## src/rtl/video_timing_gen.sv

```systemverilog
// Raster timing and test-pattern source: frame/line windows plus h-ramp, v-ramp,
// checker or LFSR pixel data, with a one-cycle registered output stage.
module video_timing_gen #(
    parameter int DW      = 8,
    parameter int H_ACT   = 1920,
    parameter int H_BLANK = 280,
    parameter int V_ACT   = 1080,
    parameter int V_BLANK = 45,
    parameter int HW      = 12,
    parameter int VW      = 11
) (
    input  logic          clk,
    input  logic          rst_b,
    input  logic          en,
    input  logic [1:0]    pat_sel,
    output logic          vvalid,
    output logic          hvalid,
    output logic [DW-1:0] dout,
    output logic          frame_done,
    output logic          busy
);

    typedef enum logic [1:0] {IDLE, RUN, DRAIN} state_t;

    localparam logic [HW-1:0] H_LAST     = HW'(H_ACT + H_BLANK - 1);
    localparam logic [VW-1:0] V_LAST     = VW'(V_ACT + V_BLANK - 1);
    localparam logic [HW-1:0] H_END      = HW'(H_ACT);
    localparam logic [VW-1:0] V_END      = VW'(V_ACT);
    localparam logic [15:0]   LFSR_SEED  = 16'hACE1;

    state_t          state, state_nxt;
    logic [HW-1:0]   hcnt;
    logic [VW-1:0]   vcnt;
    logic [1:0]      pat_q;
    logic [15:0]     lfsr;
    logic            h_last, v_last, eof, act_line, act_pix;
    logic [15:0]     h16, v16;
    logic [DW-1:0]   pix;

    assign h_last   = (hcnt == H_LAST);
    assign v_last   = (vcnt == V_LAST);
    assign eof      = h_last && v_last;
    assign act_line = (state != IDLE) && (vcnt < V_END);
    assign act_pix  = act_line && (hcnt < H_END);
    assign busy     = (state != IDLE);

    always_ff @(posedge clk) begin
        if (rst_b) state <= IDLE;
        else       state <= state_nxt;
    end

    always_comb begin
        // NOTE: default first so every path assigns state_nxt and no latch is inferred.
        state_nxt = state;
        case (state)
            IDLE:    if (en) state_nxt = RUN;
            // Dropping en exactly on the last cycle means the frame is already complete.
            RUN:     if (!en) state_nxt = eof ? IDLE : DRAIN;
            DRAIN:   if (en) state_nxt = RUN;
                     else if (eof) state_nxt = IDLE;
            default: state_nxt = IDLE;
        endcase
    end

    // NOTE: sequential state uses non-blocking assignments so every register samples pre-edge values.
    always_ff @(posedge clk) begin
        if (rst_b || state == IDLE) begin
            hcnt <= '0;
            vcnt <= '0;
        end else if (h_last) begin
            hcnt <= '0;
            vcnt <= v_last ? '0 : vcnt + 1'b1;
        end else begin
            hcnt <= hcnt + 1'b1;
        end
    end

    // Pattern and LFSR seed only change at a frame boundary.
    always_ff @(posedge clk) begin
        if (rst_b)
            pat_q <= 2'd0;
        else if (state_nxt == RUN && (state == IDLE || eof))
            pat_q <= pat_sel;
    end

    always_ff @(posedge clk) begin
        if (rst_b || state == IDLE || eof)
            lfsr <= LFSR_SEED;
        else if (act_pix)
            lfsr <= {lfsr[14:0], lfsr[15] ^ lfsr[13] ^ lfsr[12] ^ lfsr[10]};
    end

    assign h16 = 16'(hcnt);
    assign v16 = 16'(vcnt);

    always_comb begin
        pix = '0;
        case (pat_q)
            2'd0: pix = h16[DW-1:0];
            2'd1: pix = v16[DW-1:0];
            2'd2: pix = (h16[4] ^ v16[4]) ? '1 : '0;
            2'd3: pix = lfsr[DW-1:0];
            default: pix = '0;
        endcase
    end

    always_ff @(posedge clk) begin
        if (rst_b) begin
            vvalid     <= 1'b0;
            hvalid     <= 1'b0;
            dout       <= '0;
            frame_done <= 1'b0;
        end else begin
            vvalid     <= act_line;
            hvalid     <= act_pix;
            dout       <= act_pix ? pix : '0;
            frame_done <= (state != IDLE) && eof;
        end
    end

endmodule

```

## config.mk

```make
export PLATFORM = sky130hd
export DESIGN_NAME = video_timing_gen
export DESIGN_NICKNAME = d
export VERILOG_FILES = /design/src/rtl/video_timing_gen.sv
export SDC_FILE = /design/constraint.sdc
export NUM_CORES = 1
export LEC_CHECK = 0
export CAP_MARGIN = 0
export CORE_MARGIN = 5
export CORE_UTILIZATION = 48
export DETAILED_ROUTE_END_ITERATION = 10
export PLACE_DENSITY = 0.8
export SYNTH_ARGS = -nofsm -noshare
export SYNTH_HDL_FRONTEND = slang
export SYNTH_SLANG_ARGS = --single-unit
```

## constraint.sdc

```tcl
create_clock -name clk -period 1.9 [get_ports clk]
set_input_delay 0.19 -clock clk [delete_from_list [all_inputs] [get_ports clk]]
set_output_delay 0.19 -clock clk [all_outputs]
set_load 0.03 [all_outputs]
```

* After elaboration in Yosys (flattened, before gate mapping)
Index checks and enable logic that the tools add are counted.
W data, S select, Z words.
** Storage, ports and cells
- Output and inout bits :: 12
- Logic and storage cells :: 48
- Bits of input ports :: 5
- Register bits :: 54
** Operators by class
- Reductions and logical operators :: 13
- Multiplexer cells :: 9
- Equal/unequal tests :: 8
- Order comparisons :: 2
- Add/sub/neg operators :: 2
- Bitwise logic cells :: 5
** Operators with widths (count)
- $pmux W8 S4 :: 1
- $add A12 B1 Y12 const B :: 1
- $eq A12 B12 Y1 const B :: 1
- $lt A12 B11 Y1 const B :: 1
- $add A11 B1 Y11 const B :: 1
- $eq A11 B11 Y1 const B :: 1
- $lt A11 B11 Y1 const B :: 1
- $mux W11 :: 1
- $mux W2 :: 5
- $mux W8 :: 1
- $eq A2 B1 Y1 const B :: 3
- $eq A2 B2 Y1 const B :: 3
- $pmux W2 S3 :: 1
- $logic_and A1 B1 Y1 :: 5
- $logic_not A2 Y1 :: 2
- $reduce_or A2 Y1 :: 2
- $xor A1 B1 Y1 :: 4
- $logic_or A1 B1 Y1 :: 3
- $reduce_bool A2 Y1 :: 1
- $not A1 Y1 :: 1

* Longest topological paths before layout
- Depth after elaboration :: 7
- Depth in mapped cells :: 8
- Depth with buffers taken out :: 7

* Worst setup path before layout
No wires, ideal clock.
- Kind :: reg2reg
- Start point :: reg vcnt[7]
- End point :: reg vcnt[0]
- Slack :: 0.158 ns
- Setup time :: 0.115 ns
- Clock period less this slack :: 1.742 ns
- Required time :: 1.785 ns
- Stages on the path, launching flop included :: 7
- Buffers on the path :: 1
- Arrival :: 1.628 ns
- Cell sequence :: dfxtp_1 -> or3_1 -> or3_4 -> or2_4 -> nand2_4 -> buf_6 -> nor2_1
** Between the ends
- Word-level cells in the longest chain between the ends :: 2
** RTL lines
- start: declaration :: line 33 : logic [VW-1:0] vcnt;
- start signal: assignment :: line 72 : vcnt <= v_last ? '0 : vcnt + 1'b1;
- $eq A11 B11 Y1 :: line 41 : assign v_last = (vcnt == V_LAST);
- $mux W11 :: line 72
Every way passes these cells.
A chain may end at the register's enable or synchronous reset.

* Worst setup path in the final report
- Start point :: reg state[0]
- End point :: out busy
** Between the ends
- Word-level cells in the longest chain between the ends :: 1
** RTL lines
- start: declaration :: line 31 : state_t state, state_nxt;
- start signal: assignment :: line 49 : else state <= state_nxt;
- $reduce_bool A2 Y1 :: line 45 : assign busy = (state != IDLE);
- end: declaration :: line 20 : output logic busy
Every way passes these cells.

==> impl_metrics.csv <==
group,metric,value,unit
routing,via_count,1795,
critical_path,critPathArrivalTime,1.60,ns
critical_path,slowest_delay,0.61,ns
clocking,clkLatencyLatePin,0.31,ns
yosys,synth.cell_area,2380,um2
die,die_area,6480,um2
timing,hold_violations,0,
timing,fin_skew,0.00687,ns
timing,worst_slew_pin_slew,0.425,ns
critical_path,critical_path_buf_inv_count,1,
grt,grtUsageMet2,26.0,%
timing,max_freq,558,MHz
power,p_leak,0.00104,uW
clocking,clkTransAtPathRegs,0.09,ns
hold_path,min_path_type,"input pin to register",
clocking,htreeDepth,2,
final_layout,area_growth,13.6,%
yosys,synth.distinct_cells,42,
flow_run,maxCapViolations,0,
timing,maxSlewViolCount,0,
yosys,ys.flop_type,"dfxtp_1",
routing,drt_iter0_drc,89,
yosys,ys_ff_latch,54,
grt,grt_pass1_wl,8100,um
die,die-width,80.5,um
clocking,cts_tree,"built",
routing,drt_pre_antenna_iters,4,
die,initial_utilization,49.8,%
timing,finalSetupTns,0,ns
final_layout,fillerInstances,411,
clocking,clock_path_buffers,2,
timing,post-route-period-util,94.3,%
clocking,cts_root_buf,"clkbuf_8",
routing,wirelength,4600,um
power,peakVddDrop,0.379,mV
placement,dp_cells,333,
grt,grt-ovfl-total,0,
grt,met3_usage,3.36,%
placement,port_buffers,16,
placement,gp_congestion,0.847,
final_layout,fin_cells,341,
clocking,cts_resized,1,
timing,hold_ws,0.437,ns
timing,rsz0062_at_grt,"false",
clocking,ctsHoldBuffers,0,
timing,finalSetupViolations,0,
grt,grt_max_degree,20,
grt,antenna_found_initial,0,
die,die_h,80.5,um
clocking,cts_sinks,54,
grt,grtUsageTotal,16.2,%
critical_path,crit_path_cell_trace,"or2_2 -> clkdlybuf4s50_1",
final_layout,final_nets,281,
placement,postPlaceCellArea,2590,um2
critical_path,critPathCaptureType,"primary output",
final_layout,drive_gt1_share,9.85,%
routing,post_drt_via_cell_ratio,5.26,
yosys,yosys_warnings,0,
routing,drc,0,
grt,gr-max-usage-layer,"met2",
critical_path,path_class,"register to primary output",
final_layout,design_area,2710,um2
outcome,status,"complete, no violations",
critical_path,cp-start-kind,"register",
yosys,synthCells,252,
yosys,syn_nets,260,
grt,first_global_vias,1765,
critical_path,critical_path_peak_fanout,4,
yosys,synth_edf_count,0,
routing,drt-wirelength-per-cell,13.5,um
power,p_per_area,768,nW/um2
timing,max_slew_margin,71.6,%
placement,dpl.hpwl,3290,um
die,io_pins,17,
clocking,post_cts_buffers,0,
clocking,cts_made_buffers,5,
yosys,synth_top_area_cell,"dfxtp_1",
yosys,postSynthAreaPerCell,9.46,um2
timing,min_period,1.79,ns
routing,antenna_left,0,
critical_path,crit_slowest_cell,"clkdlybuf4s50_1",
final_layout,final_util,56.6,%
yosys,yosysMostFrequentCell,"dfxtp_1",
yosys,synthArstFlopShare,0,%
final_layout,antenna_cells,0,
grt,grtUsageMet1,20.7,%
yosys,yosysSeqAreaShare,45.3,%
yosys,ys_top_cells_by_count,"dfxtp_1 (54), nor2_1 (31), nand2_1 (22), mux2i_1 (17), a21oi_1 (13)",
yosys,yosysTopAreaCellShare,45.3,%
critical_path,critPathRequiredTime,1.71,ns
die,coreArea,4790,um2
yosys,synthTopCellsByArea,"dfxtp_1 (45%), mux2i_1 (7.1%), nor2_1 (4.9%)",
die,fp-row-count,25,
critical_path,cp_top_family,"buffers and inverters",
==> report_power, final <==
group          leakage [uW]  switching, uW  total (uW)  internal [uW]
clock network     0.0000524            350         745            394
logic              0.000550           92.4         171           78.3
registers          0.000437           15.8        1160           1150
total               0.00104            458        2080           1620
==> metal layers <==
layer | vias to the layer above | share of wire [%]
li1 | 904 | -
met3 | 13 | 3.5
met1 | 837 | 48
met2 | 41 | 46
met5 | - | 0
met4 | 0 | 2.9
==> worst paths after layout <==
kind,slack [ns],startpoint,depth (start not counted),end
worst max-delay path,0.11,state[0],2,busy
worst min-delay path,0.44,pat_sel[0],3,pat_q[0]
worst max register to register,0.11,vcnt[8],6,lfsr[11]
worst min register to register,0.48,hcnt[0],1,hcnt[0]
==> worst register-to-register path: cells and delay by family (launching register included) <==
family          cells  cell delay [ns]
simple gates        3             0.59
flops               1             0.35
compound gates      1             0.32
buf+inv             1             0.25
mux                 1             0.19
==> through the flow <==
stage,power [uW],setup WS (ns)
after floorplan,1310,0.158
after global placement,1360,-0.0633
after detailed placement,1360,-0.0568
after CTS,2100,0.0994
after global routing,2160,0.0172
final,2080,0.108
==> layout by cell type (no fill, tap or decap), drive strengths merged, types with 4 or more instances in the layout <==
master	count
a21o	7
a21oi	13
a22oi	7
and2	4
and3	7
buf	9
clkbuf	7
clkdlybuf4s50	16
dfxtp	54
inv	6
mux2i	17
nand2	23
nand2b	5
nand3	10
nand4	7
nor2	31
o21ai	4
or3	4
xnor2	11
xor2	11
==> cell families (layout without fill, tap and decap cells) <==
| logic type | after synthesis | after routing | share of synthesized area [%] |
|---|---|---|---|
| and+or+nand+nor | 101 | 101 | 22.0 |
| DFF | 54 | 54 | 45.3 |
| AOI/OAI and AO/OA | 38 | 38 | 10.5 |
| xor gates and xnor gates | 22 | 22 | 8.08 |
| muxes | 17 | 17 | 7.14 |
| buffers and inverters | 17 | 39 | 5.35 |
| adders and majority gates | 3 | 3 | 1.57 |
==> state kept, by name, indices dropped and copies added, names as in the netlist <==
register and flops:
vcnt 11, lfsr 16, pat_q 2, vvalid 1
hcnt 12, frame_done 1, state 2, dout 8
hvalid 1
==> layout make-up <==
class	instances	area [um2]	share of cell area [%]
multi-input cells	181	1190	43.8
inverters	6	22.5	0.831
clock buffers	7	76.3	2.82
clock inverters	1	30.0	1.11
flip-flops and latches	54	1080	39.9
well taps	67	83.8	3.09
repair buffers	25	228	8.41
(Power assumes the default switching activity.)
